`src/rtl/prefetch_buffer_pkg.sv`:
```
// Local constants and helpers for the instruction prefetch buffer.
package prefetch_buffer_pkg;

  localparam logic [31:0] WORD_BYTES = 32'd4;

  // Next sequential word address, 32-bit modulo (0xFFFFFFFC -> 0x0).
  function automatic logic [31:0] next_word(input logic [31:0] a);
    return a + WORD_BYTES;
  endfunction

endpackage

```
`src/rtl/wires.sv`:
```
// Shared memory-port types used between the core, the prefetch buffer
// and the memory arbiter.
//   mem_in_type  : request  (valid, instr, addr, wdata, wstrb)
//   mem_out_type : response (ready, rdata)
package wires;

  typedef struct packed {
    logic        mem_valid;
    logic        mem_instr;
    logic [31:0] mem_addr;
    logic [31:0] mem_wdata;
    logic [3:0]  mem_wstrb;
  } mem_in_type;

  typedef struct packed {
    logic        mem_ready;
    logic [31:0] mem_rdata;
  } mem_out_type;

endpackage

```
`src/rtl/prefetch_fifo.sv`:
```
// Word storage for the prefetch buffer: 2^depth_log x 32 bits.
// Pointer and occupancy bookkeeping lives in the parent.
//   clk   : clock
//   we    : write enable, waddr/wdata : write port
//   raddr : read address, rdata : asynchronous read data
module prefetch_fifo #(
  parameter int unsigned depth_log = 2
) (
  input  logic                 clk,
  input  logic                 we,
  input  logic [depth_log-1:0] waddr,
  input  logic [31:0]          wdata,
  input  logic [depth_log-1:0] raddr,
  output logic [31:0]          rdata
);

  logic [(1<<depth_log)-1:0][31:0] mem;

  always_ff @(posedge clk)
    if (we) mem[waddr] <= wdata;

  assign rdata = mem[raddr];

endmodule

```
`src/rtl/prefetch_buffer.sv`:
```
// Instruction prefetch buffer between the core fetch stage and the memory
// arbiter's instruction port. Fetches sequential words ahead of the core,
// one outstanding at a time, buffers them, and serves core requests from
// the buffer. A non-sequential request flushes and restarts prefetching.
//   rst         : asynchronous active-low reset
//   clk         : clock
//   fetch_in    : core request (valid pulse + word address)
//   fetch_out   : core response (ready pulse + instruction word)
//   fetch_flush : invalidate buffered words (fence.i)
//   imem_req    : request to arbiter instruction port
//   imem_rsp    : arbiter response
// Build option: define PREFETCH_FORWARD_EN to hand a returning word to a
// waiting core request in the same cycle it arrives; otherwise it is
// delivered one cycle later from the buffer.
module prefetch_buffer
  import wires::*;
  import prefetch_buffer_pkg::*;
#(
  parameter int unsigned depth_log  = 2,
  parameter logic [31:0] reset_addr = 32'h0
) (
  input  logic        rst,
  input  logic        clk,
  input  mem_in_type  fetch_in,
  output mem_out_type fetch_out,
  input  logic        fetch_flush,
  output mem_in_type  imem_req,
  input  mem_out_type imem_rsp
);

  localparam int unsigned         DEPTH    = 1 << depth_log;
  localparam logic [depth_log:0]   CNT_FULL = (depth_log+1)'(DEPTH);
  localparam logic [depth_log:0]   CNT_ONE  = (depth_log+1)'(1);
  localparam logic [depth_log-1:0] PTR_ONE  = depth_log'(1);

  typedef struct packed {
    logic [31:0]          fetch_addr;
    logic [31:0]          head_addr;
    logic [depth_log:0]   count;
    logic [depth_log-1:0] rd_ptr;
    logic [depth_log-1:0] wr_ptr;
    logic                 outstanding;
    logic                 discard;
    logic                 req_pending;
    logic [31:0]          req_addr;
  } reg_type;

  localparam reg_type INIT = '{
    fetch_addr:  reset_addr,
    head_addr:   reset_addr,
    count:       '0,
    rd_ptr:      '0,
    wr_ptr:      '0,
    outstanding: 1'b0,
    discard:     1'b0,
    req_pending: 1'b0,
    req_addr:    '0
  };

  reg_type            r, v;
  logic               rsp_acc, miss, push, hit, issue;
  logic [depth_log:0] avail;
  logic [31:0]        hit_data, issue_addr, fifo_rdata;

  // Write data/strobe of the core port carry no meaning for instruction fetch.
  logic unused_fetch_fields;
  assign unused_fetch_fields = ^{fetch_in.mem_wdata, fetch_in.mem_wstrb, fetch_in.mem_instr};

  prefetch_fifo #(.depth_log(depth_log)) u_fifo (
    .clk   (clk),
    .we    (push),
    .waddr (r.wr_ptr),
    .wdata (imem_rsp.mem_rdata),
    .raddr (r.rd_ptr),
    .rdata (fifo_rdata)
  );

  always_comb begin
    v          = r;
    push       = 1'b0;
    hit        = 1'b0;
    issue      = 1'b0;
    issue_addr = '0;
    fetch_out  = '0;
    imem_req   = '0;

    // A response with nothing in flight is stale (e.g. crossed a reset).
    rsp_acc = imem_rsp.mem_ready & r.outstanding;

    // A new pulse replaces any pending request.
    if (fetch_in.mem_valid) begin
      v.req_pending = 1'b1;
      v.req_addr    = fetch_in.mem_addr;
    end

    miss = v.req_pending && (v.req_addr != r.head_addr);

    if (rsp_acc) begin
      v.outstanding = 1'b0;
      if (r.discard)                  v.discard = 1'b0;
      else if (!miss && !fetch_flush) push      = 1'b1;
    end
    if (push) begin
      v.wr_ptr = r.wr_ptr + PTR_ONE;
      v.count  = r.count + CNT_ONE;
    end

    // Restart at the requested address; a word still in flight belongs to
    // the old stream and is dropped when it lands.
    if (miss) begin
      v.count      = '0;
      v.rd_ptr     = '0;
      v.wr_ptr     = '0;
      v.head_addr  = v.req_addr;
      v.fetch_addr = v.req_addr;
      v.discard    = v.outstanding;
    end

    if (fetch_flush) begin
      v.count      = '0;
      v.rd_ptr     = '0;
      v.wr_ptr     = '0;
      v.discard    = v.outstanding;
      v.fetch_addr = v.head_addr;
    end

`ifdef PREFETCH_FORWARD_EN
    avail    = v.count;
    // Empty before this cycle means the only word is the one arriving now.
    hit_data = (r.count == '0) ? imem_rsp.mem_rdata : fifo_rdata;
`else
    avail    = push ? (v.count - CNT_ONE) : v.count;
    hit_data = fifo_rdata;
`endif

    hit = v.req_pending && (avail != '0) && (v.req_addr == v.head_addr);
    if (hit) begin
      v.rd_ptr      = v.rd_ptr + PTR_ONE;
      v.count       = v.count - CNT_ONE;
      v.head_addr   = next_word(v.head_addr);
      v.req_pending = 1'b0;
    end

    // Evaluated after pop so a freed slot refills in the same cycle.
    issue = rst && !v.outstanding && (v.count < CNT_FULL);
    if (issue) begin
      issue_addr    = v.fetch_addr;
      v.fetch_addr  = next_word(v.fetch_addr);
      v.outstanding = 1'b1;
    end

    // Outputs held low while reset is asserted.
    fetch_out.mem_ready = hit & rst;
    fetch_out.mem_rdata = (hit & rst) ? hit_data : '0;
    imem_req.mem_valid  = issue;
    imem_req.mem_addr   = issue_addr;
    imem_req.mem_instr  = rst;
  end

  always_ff @(posedge clk or negedge rst)
    if (!rst) r <= INIT;
    else      r <= v;

endmodule

```
`config.mk`:
```
export PLATFORM = sky130hd
export DESIGN_NAME = prefetch_buffer
export DESIGN_NICKNAME = d
export VERILOG_FILES = /design/src/rtl/prefetch_buffer_pkg.sv /design/src/rtl/wires.sv /design/src/rtl/prefetch_fifo.sv /design/src/rtl/prefetch_buffer.sv
export SDC_FILE = /design/constraint.sdc
export NUM_CORES = 1
export LEC_CHECK = 0
export CAP_MARGIN = 20
export CELL_PAD_IN_SITES_DETAIL_PLACEMENT = 0
export CELL_PAD_IN_SITES_GLOBAL_PLACEMENT = 1
export CORE_UTILIZATION = 45
export DETAILED_ROUTE_END_ITERATION = 8
export PLACE_DENSITY = 0.91
export SETUP_SLACK_MARGIN = 0.5
export SLEW_MARGIN = 0
export SYNTH_ARGS = -nofsm -noshare
export SYNTH_HDL_FRONTEND = slang
export SYNTH_SLANG_ARGS = --single-unit
```
`constraint.sdc`:
```
create_clock -name clk -period 9.8 [get_ports clk]
set_input_delay 0.98 -clock clk [delete_from_list [all_inputs] [get_ports clk]]
set_output_delay 0.98 -clock clk [all_outputs]
set_load 0.01 [all_outputs]
```
* After elaboration in Yosys (flattened, before gate mapping) *
Index checks and enable logic that the tools add are counted.

storage, ports and cells
  bits in registers = 234
  input bits = 106
  output and inout port bits = 103
  logic and storage cells = 64

cells by class
  $add $sub $neg = 6
  $lt $le $gt $ge = 4
  equal/unequal tests = 2
  multiplexer cells = 24
  bitwise operators = 2
  reductions and logical operators = 13

operators with widths
  operator                                                                             number
  32-bit 2-to-1 mux                                                                    6
  128-bit bitwise mux                                                                  1
  71-bit 2-to-1 mux                                                                    1
  32-bit by 3-bit adder with 32-bit output, second input constant                      2
  32-bit binary-select mux with 2-bit select                                           1
  32-bit demux with 2-bit select                                                       1
  37-bit 2-to-1 mux                                                                    1
  33-bit 2-to-1 mux                                                                    1
  32-bit == test                                                                       1
  32-bit != test                                                                       1
  3-bit nonzero test                                                                   3
  1-bit logical AND                                                                    7
  1-bit 2-to-1 mux                                                                     7
  7-bit 2-to-1 mux                                                                     1
  2-bit by 3-bit less-than comparator with 1-bit output, second input constant         2
  3-bit 2-to-1 mux                                                                     2
  2-bit by 1-bit adder with 2-bit output, second input constant                        2
  2-bit 2-to-1 mux                                                                     2
  3-bit by 1-bit adder with 3-bit output, second input constant                        1
  1-bit logical NOT                                                                    3
  3-bit less-than comparator, second input constant                                    1
  3-bit by 1-bit subtractor with 3-bit output, second input constant                   1
  1-bit bitwise AND                                                                    2
  2-bit by 1-bit greater-or-equal comparator with 1-bit output, second input constant  1

* Longest topological paths before layout *
Gate-level depths: netlist of the first run.

  depth in word-level cells = 20
  depth in mapped cells = 22
  depth with buffers taken out = 17

* By module *
A second synthesis of the first run with hierarchy kept.

unflattened totals
  cell total of the unflattened synthesis = 935
  area total of the unflattened synthesis = 11887.7 um2

modules (own cells, without submodules)
  module           instances  cells each  area each (um2)  seq. area each (um2)
  prefetch_buffer  1          764         7198.2           2652.5
  prefetch_fifo    1          171         4689.5           3843.7

* Least setup slack after synthesis of the first run *
No wires, ideal clock.

  path kind = input to output
  start = input fetch_in[69] (netlist name)
  end = output fetch_out[27] (netlist name)
  data arrival time = 5.582 ns
  data required time = 8.820 ns
  slack = 3.238 ns
  cell stages on the path = 20
  path buffers = 7
  cells stage by stage = buf_6 buf_6 mux2i_1 xnor2_1 nor4_1 and4_1 a21oi_2 clkbuf_1 clkbuf_1 buf_1 nor2_1 nand2_1 ha_1 xnor2_1 and4b_1 a2111oi_0 and3_1 clkbuf_1 clkbuf_1 and3_1

RTL lines
  element      line                   RTL
  from (decl)  prefetch_buffer.sv:24  input mem_in_type fetch_in,
  to (decl)    prefetch_buffer.sv:25  output mem_out_type fetch_out,

==> results of run 1 <==
per-stage QoR:
stage	cells	worst slack (ps)	instance area, µm²	power, µW
after floorplan	990	3240	11900	1310
after global placement	1384	1800	13300	1410
after detailed placement	1384	1680	13300	1410
after CTS	1431	1620	14200	2380
after global routing	1432	1410	14200	2450
final	1432	1950	14200	2360
worst reg2reg max path, cell delays in order, from the launching register on:
cell,delay [ps]
dfrtp_1,360
mux2_2,290
xor2_1,160
nor4_1,650
and4_1,430
a21oi_4,80
nor2_1,330
nand2_1,160
ha_1,270
xnor2_1,130
and4b_1,220
a2111oi_0,350
dlymetal6s2s_1,240
nand4_1,380
o21bai_1,400
or4_1,440
a31oi_1,180
sequential cells by signal (all words and copies together), names as in the netlist:
signal / cells
u_fifo.mem: 128
r: 106
logic make-up after synthesis:
group           share of synthesized area
fa+ha+maj                         0.00849
flops                               0.551
other cells                      0.000318
mux                                 0.142
buf+inv                            0.0522
xor+xnor                           0.0720
simple gates                        0.127
compound gates                     0.0473
cells in the final DEF, fill, tap and decap left out, drive strengths merged, types with 3 or more instances in the layout:
| cell | n |
|---|---|
| nor4 | 15 |
| nand2b | 4 |
| ha | 8 |
| nand4 | 13 |
| mux2 | 28 |
| xor2 | 32 |
| clkbuf | 34 |
| a21oi | 26 |
| and2 | 21 |
| conb | 36 |
| o31ai | 3 |
| nor4b | 3 |
| xnor2 | 65 |
| nand2 | 63 |
| clkinv | 8 |
| a21boi | 6 |
| mux2i | 54 |
| nor2b | 5 |
| mux4 | 32 |
| or3 | 4 |
| bufinv | 3 |
| edfxtp | 128 |
| a31oi | 4 |
| nor2 | 73 |
| o21ai | 26 |
| nand3 | 20 |
| and3 | 45 |
| nor3 | 16 |
| dfrtp | 106 |
| o22ai | 3 |
| inv | 32 |
| clkdlybuf4s50 | 132 |
| o21bai | 9 |
| buf | 18 |
power by group through the flow:
| stage | clock, µW | combinational (µW) | sequential, µW |
|---|---|---|---|
| floorplan | 0 | 186 | 1120 |
| global placement | 0 | 277 | 1130 |
| detailed placement | 0 | 281 | 1130 |
| CTS | 984 | 282 | 1110 |
| global route | 1020 | 311 | 1120 |
| finish | 966 | 281 | 1110 |
worst max-delay path by stage:
stage / cells past startpoint / slack (ps) / to
2_1_floorplan: 20 / 3240 / fetch_out[27]
3_3_place_gp: 17 / 1800 / fetch_out[27]
3_5_place_dp: 17 / 1680 / fetch_out[27]
4_1_cts: 17 / 1620 / fetch_out[28]
5_1_grt: 19 / 1410 / imem_req[40]
6_report: 18 / 1950 / fetch_out[28]
cell type report:
type	instances	area, µm²	area share
repair buffers	151	1470	0.104
flip-flops and latches	234	6500	0.458
clock buffers	34	681	0.0480
inverters	31	116	0.00821
well taps	330	413	0.0291
clock inverters	13	169	0.0119
multi-input cells	639	4830	0.341
metal layers:
layer / global-route usage / wire, µm / vias to the layer above
met5: 0 / 0 / -
met4: 0.0711 / 811 / 0
met3: 0.0364 / 1560 / 47
met2: 0.340 / 13000 / 251
met1: 0.277 / 11700 / 3821
li1: - / - / 3617
==> results.sh, run 1 <==
export IMPL_drt_total_wl_um=27100
export IMPL_track_usage=0.207
export IMPL_synth_avg_cell_area_um2=12.4
export IMPL_num_fill_cells=2095
export IMPL_combPwrFrac=0.119
export IMPL_hold_violations=0
export IMPL_worstReg2RegStart="r[1]$_DFF_PN0_"
export IMPL_max_slew_margin=0.297
export IMPL_cp_end_kind="output pin"
export IMPL_ir_drop_uv=154
export IMPL_layout_nets=1197
export IMPL_num_vias=7736
export IMPL_grt_max_degree=73
export IMPL_worst_path_max_fanout=43
export IMPL_synthArstFlopShare=0.453
export IMPL_overflow=0
export IMPL_drc=0
export IMPL_coreArea_um2=25500
export IMPL_yosys_warnings=0
export IMPL_synth_largest_area_cell="edfxtp_1"
export IMPL_cp_start_kind="primary input"
export IMPL_fin_setup_tns_ps=0
export IMPL_layout_drive_gt1_share=0.123
export IMPL_max_clock_path_buffers=3
export IMPL_cts_htree_levels=1
export IMPL_cts_hold_buffers=0
export IMPL_p_int_uw=1780
export IMPL_crit_path_cell_trace="buf_2 > buf_4 > mux2i_1 > xnor2_1 > nor4_1 > and4_1 > a21oi_4 > nor2_1 > nand2_1 > ha_1 > xnor2_1 > and4b_1 > a2111oi_0 > dlymetal6s2s_1 > and3_1 > buf_4 > and3_1 > clkdlybuf4s50_1"
export IMPL_slowest_stage="buf_2"
export IMPL_fmax_mhz=127
export IMPL_io_buffers=135
export IMPL_insertion_delay_ps=550
export IMPL_grt_pass1_vias=7901
export IMPL_hpwl_um=18100
export IMPL_synth_edff_count=128
export IMPL_synth_top_area_share=0.326
export IMPL_vias_per_cell=5.40
export IMPL_cpPeakStageDelay_ps=780
export IMPL_min_path_type="primary input to async pin"
export IMPL_fin_util=0.557
export IMPL_critPathKind="primary input to output pin"
export IMPL_drt_iter0_markers=481
export IMPL_gp_congestion=0.882
export IMPL_rows=58
export IMPL_cts_resized_gates=0
export IMPL_r2r_setup_slack_ps=4660
export IMPL_grt_first_pass_wirelength_um=43100
export IMPL_p_leak_uw=0.00535
export IMPL_sw_frac_of_total=0.245
export IMPL_setup_viol=0
export IMPL_die_area_um2=26900
export IMPL_outcome="completed"
export IMPL_num_antenna_cells=0
export IMPL_synth_distinct_cells=58
export IMPL_critical_path_top_delay_family="buffers and inverters"
export IMPL_cts_tree="yes"
export IMPL_r2r_end="r[61]$_DFF_PN0_"
export IMPL_ys_seq_area_frac=0.551
export IMPL_ios=209
export IMPL_ys_top_cells_by_area="edfxtp_1, dfrtp_1, mux4_2"
export IMPL_fin_crit_sh=0.801
export IMPL_cts_setup_buffers=0
export IMPL_finClkSkew_ps=23.9
export IMPL_p_clk_frac=0.410
export IMPL_start_util=0.463
export IMPL_rsz0062_at_grt="no"
export IMPL_slew_violations=0
export IMPL_synth_main_ff_cell="edfxtp_1"
export IMPL_critPathArrivalTime_ps=6870
export IMPL_cts_root_buf="clkbuf_16"
export IMPL_synth_common_cells="edfxtp_1, dfrtp_1, nor2_1"
export IMPL_net_switching_power_uw=579
export IMPL_fp_dieH_um=164
export IMPL_cts_clk_slew_worst_paths_ps=60
export IMPL_syn_inst=955
export IMPL_finalCriticalPeriod_ps=7850
export IMPL_r2r_cells=16
export IMPL_maxCapViolCount=0
export IMPL_timing_critical_path_buf_inv=5
export IMPL_drt_first_pass_iters=9
export IMPL_clock_sinks=234
export IMPL_syn_area_um2=11800
export IMPL_ys_seq_elements=234
export IMPL_power_frac_seq=0.471
export IMPL_power_density_nw_per_um2=166
export IMPL_wire_per_inst_um=18.9
export IMPL_tightest_slew_ps=1050
export IMPL_ant_nets=0
export IMPL_cts_made_buffers=26
export IMPL_layout_area_overhead_vs_synth_pct=20.2
export IMPL_crit_required_ps=8820
export IMPL_critPathLaunch="fetch_in[69]"
export IMPL_yosys_cell_count_top_type="edfxtp_1"
export IMPL_holdWs_ps=328
export IMPL_grt_antenna_before_repair=0
export IMPL_die_w_um=164
No activity file was read; power rests on OpenSTA's default activity.
==> inputs of run 2 (changes only) <==
--- a/config.mk
+++ b/config.mk
@@ -8,9 +8,9 @@
 export CAP_MARGIN = 20
 export CELL_PAD_IN_SITES_DETAIL_PLACEMENT = 0
 export CELL_PAD_IN_SITES_GLOBAL_PLACEMENT = 1
-export CORE_UTILIZATION = 45
+export CORE_UTILIZATION = 39
 export DETAILED_ROUTE_END_ITERATION = 8
-export PLACE_DENSITY = 0.91
+export PLACE_DENSITY = 0.85
 export SETUP_SLACK_MARGIN = 0.5
 export SLEW_MARGIN = 0
 export SYNTH_ARGS = -nofsm -noshare
==> constraint.sdc (replaced) <==
create_clock -name clk -period 7.1 [get_ports clk]
set_input_delay 0.71 -clock clk [delete_from_list [all_inputs] [get_ports clk]]
set_output_delay 0.71 -clock clk [all_outputs]
set_load 0.01 [all_outputs]
==> run 2 against run 1 <==
  * Register-to-register slack worse by 2500 ps
  * Hold slack worse by 200 ps
  * Total power is 38% higher
==> results.sh, run 2 (synthesis results as in run 1) <==
export IMPL_io_buffers=135
export IMPL_num_vias=7827
export IMPL_min_path_type="primary input to async pin"
export IMPL_fin_setup_tns_ps=0
export IMPL_layout_area_overhead_vs_synth_pct=22.0
export IMPL_drt_iter0_markers=628
export IMPL_cp_start_kind="primary input"
export IMPL_drt_total_wl_um=28200
export IMPL_finClkSkew_ps=23.4
export IMPL_ant_nets=0
export IMPL_ir_drop_uv=228
export IMPL_drt_first_pass_iters=4
export IMPL_top_regs="u_fifo.mem: 128 flops, r: 106 flops"
export IMPL_die_area_um2=30900
export IMPL_largest_register="u_fifo.mem"
export IMPL_num_fill_cells=2633
export IMPL_tightest_slew_ps=745
export IMPL_die_w_um=176
export IMPL_fmax_mhz=160
export IMPL_pre_cts_slack_ps=440
export IMPL_grt_pass1_vias=7747
export IMPL_maxCapViolCount=0
export IMPL_start_util=0.397
export IMPL_grt_first_pass_wirelength_um=43700
export IMPL_max_slew_margin=0.496
export IMPL_fp_dieH_um=176
export IMPL_slew_violations=0
export IMPL_track_usage=0.183
export IMPL_gp_congestion=0.848
export IMPL_critPathKind="primary input to output pin"
export IMPL_cp_end_kind="output pin"
export IMPL_grt_max_degree=73
export IMPL_wire_per_inst_um=18.7
export IMPL_max_clock_path_buffers=3
export IMPL_power_density_nw_per_um2=226
export IMPL_finalCriticalPeriod_ps=6270
export IMPL_cts_tree="yes"
export IMPL_worst_slack_ps=834
export IMPL_rows=63
export IMPL_largest_reg_flops=128
export IMPL_fin_crit_sh=0.883
export IMPL_setup_viol=0
export IMPL_final_common_cell="clkdlybuf4s50_1"
export IMPL_p_leak_uw=0.00539
export IMPL_cts_clk_slew_worst_paths_ps=70
export IMPL_cts_htree_levels=1
export IMPL_vias_per_cell=5.20
export IMPL_overflow=0
export IMPL_critPathArrivalTime_ps=5560
export IMPL_coreArea_um2=29700
export IMPL_hpwl_um=18200
export IMPL_cts_root_buf="clkbuf_16"
export IMPL_rsz0062_at_grt="no"
export IMPL_grt_antenna_before_repair=1
export IMPL_drc=0
export IMPL_total_power_uw=3260
export IMPL_layout_common_cells="clkdlybuf4s50_1, edfxtp_1, dfrtp_1"
export IMPL_holdWs_ps=128
export IMPL_layout_drive_gt1_share=0.132
export IMPL_clock_sinks=234
export IMPL_hold_violations=0
export IMPL_cts_made_buffers=26
export IMPL_outcome="completed"
export IMPL_insertion_delay_ps=550
export IMPL_cts_hold_buffers=0
export IMPL_crit_required_ps=6390
export IMPL_ios=209
export IMPL_worst_path_max_fanout=23
export IMPL_layout_nets=1208
[run 2: changes by cell type in the layout (fill, tap and decap cells not counted), moves of 2 or more]
cell        before  now
buf_12           0    4
buf_4           15   22
clkbuf_8         0    2
clkinv_2         5    3
clkinvlp_4       1    3
[run 2: worst paths after layout]
kind                                      start                 to  slack [ps]  cells past startpoint
worst max register to register  r[17]$_DFF_PN0_   r[100]$_DFF_PN0_        2190                     18
worst min-delay path                        rst     r[9]$_DFF_PN0_         130                      1
worst min register to register  r[34]$_DFF_PN0_  r[33]$_DFFE_PN0P_         500                      1
min in group clk                r[34]$_DFF_PN0_  r[33]$_DFFE_PN0P_         500                      1
max in group asynchronous                   rst    r[37]$_DFF_PN0_        5910                      2
worst max-delay path               fetch_in[69]       imem_req[45]         830                     19
[run 2: per-stage QoR]
stage	cells	util	instance area (µm²)
2_1_floorplan	990	-	11900
3_3_place_gp	1453	0.454	13500
3_5_place_dp	1453	0.454	13500
4_1_cts	1500	0.483	14300
5_1_grt	1503	0.484	14400
6_report	1504	0.484	14400
[run 2: what timing repair did]
action | in CTS | in global routing
cloned | 0 | 1
buffers inserted | 0 | 2
gates resized for setup | 2 | 3
pin swaps | 0 | 0
setup endpoints to repair | 4 | 50
[run 2: power by group]
part	internal, µW	switching (µW)
clock	775	544
combinational	183	220
sequential	1490	41.3
total	2450	806
[run 2: routing by layer]
layer / share of wire / track usage / vias up
met3: 0.057 / 0.0299 / 46
met5: 0 / 0 / -
met4: 0.027 / 0.0587 / 0
li1: - / - / 3646
met2: 0.47 / 0.296 / 248
met1: 0.44 / 0.251 / 3887
[run 2: final cells by class]
type	count	area, µm²	share of cell area
sequential	234	6500	0.452
multi-input combinational	639	4840	0.336
timing repair buffer	161	1590	0.111
clock buffer	37	712	0.0495
tap	390	488	0.0339
clock inverter	10	129	0.00896
inverter	31	120	0.00835
timing repair inverter	1	7.51	0.000522
antenna	1	2.50	0.000174
[run 2: worst max-delay path, cell delays in order]
cell and delay (ps):
buf_6 290, buf_12 220, mux2i_4 360, xnor2_1 110, nor4_1 530, and4_1 410
a21oi_4 80, nor2_1 180, buf_4 170, nand2_1 60, ha_1 210, xnor2_1 140
and4b_1 230, nand3_1 80, a2111o_1 380, nand2_1 240, clkinvlp_4 390, and2_1 260
clkdlybuf4s50_1 470
==> inputs of run 3 (changes only) <==
--- a/config.mk
+++ b/config.mk
@@ -11,6 +11,7 @@
 export CORE_UTILIZATION = 39
 export DETAILED_ROUTE_END_ITERATION = 8
 export PLACE_DENSITY = 0.85
+export REMOVE_ABC_BUFFERS = 1
 export SETUP_SLACK_MARGIN = 0.5
 export SLEW_MARGIN = 0
 export SYNTH_ARGS = -nofsm -noshare
==> constraint.sdc (replaced) <==
create_clock -name clk -period 7.1 [get_ports clk]
set_input_delay 0.71 -clock clk [delete_from_list [all_inputs] [get_ports clk]]
set_output_delay 0.71 -clock clk [all_outputs]
set_load 0.005 [all_outputs]
==> run 3 against run 2 <==
  * Critical path depth decreased by 1
  * Worst setup slack better by 170 ps
  * Sequential share of layout area did not move
  * Non-clock buffer count rose by 3
  * Maximum frequency up 2.9%
  * Combinational power decreased by 3%
  * Critical endpoint is now fetch_out[15]
  * Largest cell class unchanged
  * Highest routed layer unchanged
==> results.sh, run 3 (synthesis results as in run 1) <==
export IMPL_min_path_type="primary input to async pin"
export IMPL_cts_htree_levels=1
export IMPL_gp_congestion=0.849
export IMPL_cts_clk_slew_worst_paths_ps=60
export IMPL_insertion_delay_ps=540
export IMPL_cts_hold_buffers=0
export IMPL_largest_register="u_fifo.mem"
export IMPL_clock_sinks=234
export IMPL_layout_common_cells="clkdlybuf4s50_1, edfxtp_1, dfrtp_1"
export IMPL_r2r_end="r[100]$_DFF_PN0_"
export IMPL_worst_path_max_fanout=43
export IMPL_drt_first_pass_iters=5
export IMPL_die_w_um=176
export IMPL_cp_end_kind="output pin"
export IMPL_ios=209
export IMPL_start_util=0.397
export IMPL_cp_start_kind="primary input"
export IMPL_r2r_setup_slack_ps=2170
export IMPL_tightest_slew_ps=792
export IMPL_grt_max_degree=73
export IMPL_crit_path_cell_trace="buf_4 > buf_12 > mux2i_4 > xnor2_1 > nor4_1 > and4_1 > a21oi_4 > nor2_2 > nand2_1 > ha_1 > xnor2_1 > and4b_1 > a2111oi_0 > buf_4 > and3_1 > buf_12 > and3_1 > clkdlybuf4s50_1"
export IMPL_coreArea_um2=29700
export IMPL_die_area_um2=30900
export IMPL_setup_viol=0
export IMPL_num_fill_cells=2640
export IMPL_fmax_mhz=164
export IMPL_fp_dieH_um=176
export IMPL_ir_drop_uv=198
export IMPL_worstReg2RegStart="r[17]$_DFF_PN0_"
export IMPL_rsz0062_at_grt="no"
export IMPL_slew_violations=0
export IMPL_cts_tree="yes"
export IMPL_power_density_nw_per_um2=226
export IMPL_grt_first_pass_wirelength_um=43200
export IMPL_hold_violations=0
export IMPL_finalCriticalPeriod_ps=6090
export IMPL_overflow=0
export IMPL_critical_path_top_delay_family="simple AND/OR/NAND/NOR gates"
export IMPL_fin_setup_tns_ps=0
export IMPL_cts_made_buffers=27
export IMPL_worst_path_stages=18
export IMPL_maxCapViolCount=0
export IMPL_rows=63
export IMPL_fin_crit_sh=0.858
export IMPL_largest_reg_flops=128
export IMPL_crit_required_ps=6390
export IMPL_cts_root_buf="clkbuf_16"
export IMPL_top_regs="u_fifo.mem: 128 flops, r: 106 flops"
export IMPL_grt_antenna_before_repair=0
export IMPL_drc=0
export IMPL_timing_critical_path_buf_inv=5
export IMPL_layout_area_overhead_vs_synth_pct=22.0
export IMPL_drt_iter0_markers=752
export IMPL_final_common_cell="clkdlybuf4s50_1"
export IMPL_layout_nets=1212
export IMPL_ant_nets=0
export IMPL_critPathArrivalTime_ps=5380
export IMPL_layout_drive_gt1_share=0.137
export IMPL_grt_pass1_vias=7673
export IMPL_critPathKind="primary input to output pin"
export IMPL_r2r_cells=17
export IMPL_num_vias=7714
export IMPL_max_slew_margin=0.472
export IMPL_vias_per_cell=5.12
export IMPL_outcome="completed"
export IMPL_slowest_stage="clkdlybuf4s50_1"
export IMPL_io_buffers=135
export IMPL_wire_per_inst_um=18.4
export IMPL_p_leak_uw=0.00540
export IMPL_fin_util=0.484
export IMPL_finClkSkew_ps=11.5
export IMPL_hpwl_um=18200
export IMPL_max_clock_path_buffers=3
export IMPL_drt_total_wl_um=27700
export IMPL_num_antenna_cells=0
export IMPL_track_usage=0.179
export IMPL_cpPeakStageDelay_ps=530
==> run 3: changes by cell type in the layout (fill, tap and decap cells not counted), sizes merged <==
cell      previous run  this run
buf                 29        32
clkbuf              37        36
clkinvlp             3         4
diode                1         0
==> run 3: layout make-up <==
class	count	area, µm²	area share
Sequential cell	234	6500	0.452
Multi-Input combinational cell	639	4840	0.336
Timing Repair Buffer	164	1600	0.111
Clock buffer	36	709	0.0493
Tap cell	390	488	0.0339
Clock inverter	11	129	0.00896
Inverter	31	120	0.00835
Timing Repair inverter	1	7.51	0.000522
==> run 3: metal layers <==
metal | share of wire | wire length, µm | track usage | up-vias
met2 | 0.49 | 13600 | 0.303 | 234
met5 | 0 | 0 | 0 | -
li1 | - | - | - | 3658
met3 | 0.051 | 1420 | 0.0305 | 27
met4 | 0.019 | 519 | 0.0395 | 0
met1 | 0.44 | 12200 | 0.240 | 3795
==> run 3: worst register-to-register path, stage by stage, from the launching register on <==
cell,delay (ps)
dfrtp_1,350
mux2_2,310
xnor2_1,160
nor4_1,540
and4_1,420
a21oi_4,90
nor2_2,220
nand2_1,140
ha_1,250
xnor2_1,120
and4b_1,220
nand3_1,90
a2111o_1,150
buf_4,150
or4b_1,630
or4_1,490
or3_1,320
and3_1,180
==> run 3: repair_timing <==
item | CTS | global route
endpoints found under the setup margin | 6 | 51
gates cloned | 0 | 1
gates resized for setup | 2 | 3
setup buffers | 0 | 5
==> run 3: how the worst max path moves through the flow <==
stage | startpoint | endpoint | slack [ps]
6_report | fetch_in[69] | fetch_out[15] | 1010
5_1_grt | fetch_in[69] | fetch_out[7] | 510
4_1_cts | fetch_in[69] | imem_req[40] | 580
3_5_place_dp | fetch_in[69] | imem_req[40] | 480
3_3_place_gp | fetch_in[69] | imem_req[40] | 560
2_1_floorplan | fetch_in[69] | fetch_out[0] | 810
==> run 3: through the flow <==
step                      std cells  setup slack, ps  hold WS [ps]  area [µm²]  power (µW)
after floorplan                 904              814           414       11400        1760
after global placement         1453              562           481       13500        1940
after detailed placement       1453              483           500       13500        1950
after CTS                      1500              580           119       14300        3270
after global routing           1506              513           134       14400        3380
final                          1506             1010           118       14400        3250
==> run 3: power by group <==
part / switching [µW] / internal (µW) / total, µW
Sequential: 40.5 / 1490 / 1530
Combinational: 209 / 183 / 392
Clock: 546 / 777 / 1320
Total: 796 / 2450 / 3250
==> RTL change 1 (config.mk and constraints of run 3) <==
Add a define of `PREFETCH_FORWARD_EN`.
--- a/src/rtl/prefetch_buffer.sv
+++ b/src/rtl/prefetch_buffer.sv
@@ -12,6 +12,8 @@
 // Build option: define PREFETCH_FORWARD_EN to hand a returning word to a
 // waiting core request in the same cycle it arrives; otherwise it is
 // delivered one cycle later from the buffer.
+`define PREFETCH_FORWARD_EN
+
 module prefetch_buffer
   import wires::*;
   import prefetch_buffer_pkg::*;
Behaviour: not the same (a bounded check fails within 4 cycles, from zero or initial values and one cycle with rst low).
==> RTL change 1 against run 3 <==
Power up 3.7%. Combinational power up 7.7%. Clock power up 6%. Sequential cell count unchanged. Count of clock-buffer cells in the layout up 1. Final area up 6.2%. Wire length up 16%. Synthesized area up 7.9%. First-iteration DRC count down 1.7%. Synthesized cell count up 16%. Worst setup slack worse by 0.25 ns. Largest cell class unchanged.
==> RTL change 1: results (changes against run 3) <==
| Metric | Value |
|---|---|
| Arrival time reported for the critical path endpoint | 5.63 ns (was 5.38 ns) |
| Starting DRC count in detailed routing | 739 (was 752) |
| Ant. Diodes | 0 (unchanged) |
| Nets@finish | 1,355 (was 1,212) |
| RePlAce Congestion | 0.836 (was 0.849) |
| Yosys cell types | 61 (was 58) |
| Top fanout value on the critical path | 18 (was 43) |
| Total Routing Usage GR | 19.2% (was 17.9%) |
| Pleak | 0.00557 uW (was 0.00540 uW) |
| Pin count of the biggest net entering global routing | 70 (was 73) |
| Post-Place Worst Slack | 0.622 ns (was 0.483 ns) |
| Worst-margin pin slew | 0.929 ns (was 0.792 ns) |
| Post-CTS Resized | 0 (was 2) |
| Post-synth top cells | 130 x sky130_fd_sc_hd__nand2_1, 128 x sky130_fd_sc_hd__edfxtp_1, 106 x sky130_fd_sc_hd__dfrtp_1 (was 128 x sky130_fd_sc_hd__edfxtp_1, 106 x sky130_fd_sc_hd__dfrtp_1, 73 x sky130_fd_sc_hd__nor2_1) |
| DP HPWL | 21,400 um (was 18,200 um) |
| Delay contributed by the slowest stage of the critical path | 0.58 ns (was 0.53 ns) |
| Proportion of power drawn by flip-flops and latches | 45.8% (was 47.2%) |
| Power attributed to the clock group | 1400 uW (was 1320 uW) |
| Via count of the first global-routing pass | 8,747 (was 7,673) |
| Die Width | 183 um (was 176 um) |
| Via Count | 8,857 (was 7,714) |
| Ratio of cells with drive above 1 in the final layout | 12.7% (was 13.7%) |
| Number of buffers created by CTS | 26 (was 27) |
| Register area share after synthesis | 51.0% (was 55.1%) |
| Worst setup skew after layout | 0.0195 ns (was 0.0115 ns) |
| Routed wirelength normalized by instance count | 19.0 um (was 18.4 um) |
| Switching power summed over all nets | 828 uW (was 796 uW) |
| IR Drop Worst-Case VDD | 0.141 mV (was 0.198 mV) |
| Top area cells in the synthesized netlist | sky130_fd_sc_hd__edfxtp_1 30%, sky130_fd_sc_hd__dfrtp_1 21%, sky130_fd_sc_hd__mux4_2 5.7%, sky130_fd_sc_hd__xnor2_1 4.3%, sky130_fd_sc_hd__mux2i_1 3.9% (was sky130_fd_sc_hd__edfxtp_1 33%, sky130_fd_sc_hd__dfrtp_1 22%, sky130_fd_sc_hd__mux4_2 6.1%, sky130_fd_sc_hd__xnor2_1 4.8%, sky130_fd_sc_hd__mux2i_1 3.6%) |
| Antenna violations before repair | 1 (was 0) |
| Run status | finished clean (unchanged) |
| Largest delay share family, worst path | buffers and inverters (was simple AND/OR/NAND/NOR gates) |
==> RTL change 1: metal layers <==
| metal | GRT usage (%) | vias up | wire length [um] |
|---|---|---|---|
| met2 | 32.2 | 299 | 15300 |
| met5 | 0 | - | 11 |
| met3 | 2.97 | 48 | 2010 |
| met4 | 4.64 | 2 | 704 |
| li1 | - | 4144 | - |
| met1 | 26.2 | 4364 | 14100 |
==> RTL change 1: kinds of logic after synthesis <==
group / synth area share, %
simple gates: 13.8
flops: 51.0
compound gates: 7.13
buf+inv: 5.50
mux: 13.9
xor+xnor: 7.64
fa+ha+maj: 0.983
other cells: 0.0295
==> RTL change 1: area by class of cell <==
type                            count  share of cell area, %
Clock buffer                       37                   4.99
Timing Repair Buffer              164                   10.2
Sequential cell                   234                   42.5
Clock inverter                     11                  0.991
Tap cell                          435                   3.56
Inverter                           25                  0.614
Multi-Input combinational cell    788                   37.1
==> RTL change 1: path summary, 6_finish.rpt <==
kind                                 start          endpoint  slack [ns]  depth (start not counted)
min in group clk           r[31]$_DFF_PN0_   r[31]$_DFF_PN0_        0.51                          1
max in group asynchronous              rst   r[13]$_DFF_PN0_        5.47                          3
min                                    rst   r[44]$_DFF_PN0_        0.44                          2
max                           fetch_in[69]      imem_req[40]        0.76                         17
max reg2reg                r[12]$_DFF_PN0_  r[103]$_DFF_PN0_        2.00                         17
min reg2reg                r[31]$_DFF_PN0_   r[31]$_DFF_PN0_        0.51                          1
==> RTL change 1: through the flow <==
step	hold WS (ns)	area, um^2	util (%)	instances	power, uW
2_1_floorplan	0.414	12300	-	1047	1790
3_3_place_gp	0.497	14400	45.2	1646	1980
3_5_place_dp	0.502	14400	45.2	1646	1990
4_1_cts	0.466	15300	48.0	1694	3400
5_1_grt	0.496	15300	48.0	1694	3500
6_report	0.440	15300	48.0	1694	3370
==> RTL change 2 (flow settings as in run 3) <==
Without the edit above. Make the reset (`rst`) synchronous in one clocked block. Comments in the files are not updated.
--- a/src/rtl/prefetch_buffer.sv
+++ b/src/rtl/prefetch_buffer.sv
@@ -157,7 +157,7 @@
     imem_req.mem_instr  = rst;
   end
 
-  always_ff @(posedge clk or negedge rst)
+  always_ff @(posedge clk)
     if (!rst) r <= INIT;
     else      r <= v;
 
Check against the original RTL: no difference found for any inputs over 4 cycles, from zero or initial values and one cycle with rst low; that may be too few to reach the edited logic, so the function may still have changed.
==> RTL change 2 against run 3 <==
The run now ends with DRC left. Count of clock-buffer cells in the layout down 4. Largest cell class unchanged. Synthesized area up 2.6%. Sequential cell count unchanged. Final area up 0.97%. Critical path depth up 1. Worst setup slack worse by 0.024 ns. Clock skew down 0.00073 ns. Power about the same. Wire length up 7.6%. Critical endpoint is now imem_req[36]. Non-clock buffer count down 2. Register-to-register slack better by 0.35 ns. Sequential share of layout area down 4.1 points.
==> RTL change 2: results (changes against run 3) <==
| Metric | Value |
|---|---|
| Start of the worst register-to-register path | r[14]$_SDFF_PN0_ (was r[17]$_DFF_PN0_) |
| Remaining DRCs | 1 (was 0) |
| Placed Area | 13,600 um^2 (was 13,500 um^2) |
| Worst hold slack | 0.481 ns (was 0.118 ns) |
| Global routing usage on met3 | 5.18% (was 3.05%) |
| GR Layer Usage met2 | 32.9% (was 30.3%) |
| Wire length of the first global-routing pass | 46,500 um (was 43,200 um) |
| RePlAce Congestion | 0.872 (was 0.849) |
| Capture point of the worst path | imem_req[36] (was fetch_out[15]) |
| Cell Pwr Density | 224 nW/um^2 (was 226 nW/um^2) |
| Nets@finish | 1,311 (was 1,212) |
| Crit Reg-Reg Endpoint | r[102]$_SDFF_PN0_ (was r[100]$_DFF_PN0_) |
| Clock network latency to the later pin of the worst-skew pair | 0.52 ns (was 0.54 ns) |
| Pleak | 0.00528 uW (was 0.00540 uW) |
| Average footprint of a synthesized cell | 11.2 um^2 (was 12.4 um^2) |
| Clock period minus worst slack | 6.12 ns (was 6.09 ns) |
| Switching portion of total power | 24.1% (was 24.5%) |
| Met1 usage in global routing | 23.5% (was 24.0%) |
| Worst setup skew after layout | 0.0108 ns (was 0.0115 ns) |
| Violated checks | DRC |
| Run status | complete, but fails checks (was finished clean) |
| Max-slew headroom | 40.3% (was 47.2%) |
| Kind of path behind the tightest hold check | register to register (was input pin to asynchronous set/reset pin) |
| Final standard cell count with taps included and fillers excluded | 1,611 (was 1,506) |
| Top fanout value on the critical path | 14 (was 43) |
| Via count of the first global-routing pass | 8,374 (was 7,673) |
==> RTL change 2: metal layers <==
layer,wire length [um],up-vias
li1,-,4060
met1,12500,4103
met2,14500,254
met3,2310,37
met4,524,0
met5,0,-
==> RTL change 2: area by class of cell <==
cell class	instances	area [um^2]
Clock inverter	13	178
Inverter	8	30.0
Multi-Input combinational cell	766	5640
Tap cell	396	495
Sequential cell	234	5970
Fill cell	2786	16100
Clock buffer	32	672
Timing Repair Buffer	162	1540
==> RTL change 2: critical path, stage by stage <==
cell	delay, ns
sky130_fd_sc_hd__clkbuf_4	0.26
sky130_fd_sc_hd__buf_4	0.30
sky130_fd_sc_hd__mux2i_2	0.35
sky130_fd_sc_hd__xnor2_1	0.16
sky130_fd_sc_hd__nor4_2	0.45
sky130_fd_sc_hd__and4_2	0.40
sky130_fd_sc_hd__a21oi_4	0.09
sky130_fd_sc_hd__nor2_4	0.19
sky130_fd_sc_hd__nand2_1	0.12
sky130_fd_sc_hd__ha_1	0.25
sky130_fd_sc_hd__xnor2_1	0.22
sky130_fd_sc_hd__o211ai_1	0.13
sky130_fd_sc_hd__mux2i_1	0.21
sky130_fd_sc_hd__nor2_1	0.10
sky130_fd_sc_hd__a21o_1	0.24
sky130_fd_sc_hd__inv_2	0.23
sky130_fd_sc_hd__buf_4	0.24
sky130_fd_sc_hd__and3_1	0.17
sky130_fd_sc_hd__clkdlybuf4s50_1	0.58
==> RTL change 2: cell families after synthesis <==
| kind of cell | synth area share [%] |
|---|---|
| compound gates | 6.11 |
| xor+xnor | 6.23 |
| fa+ha+maj | 0.827 |
| buf+inv | 5.45 |
| flops | 49.3 |
| mux | 15.5 |
| other cells | 0.0310 |
| simple gates | 16.6 |
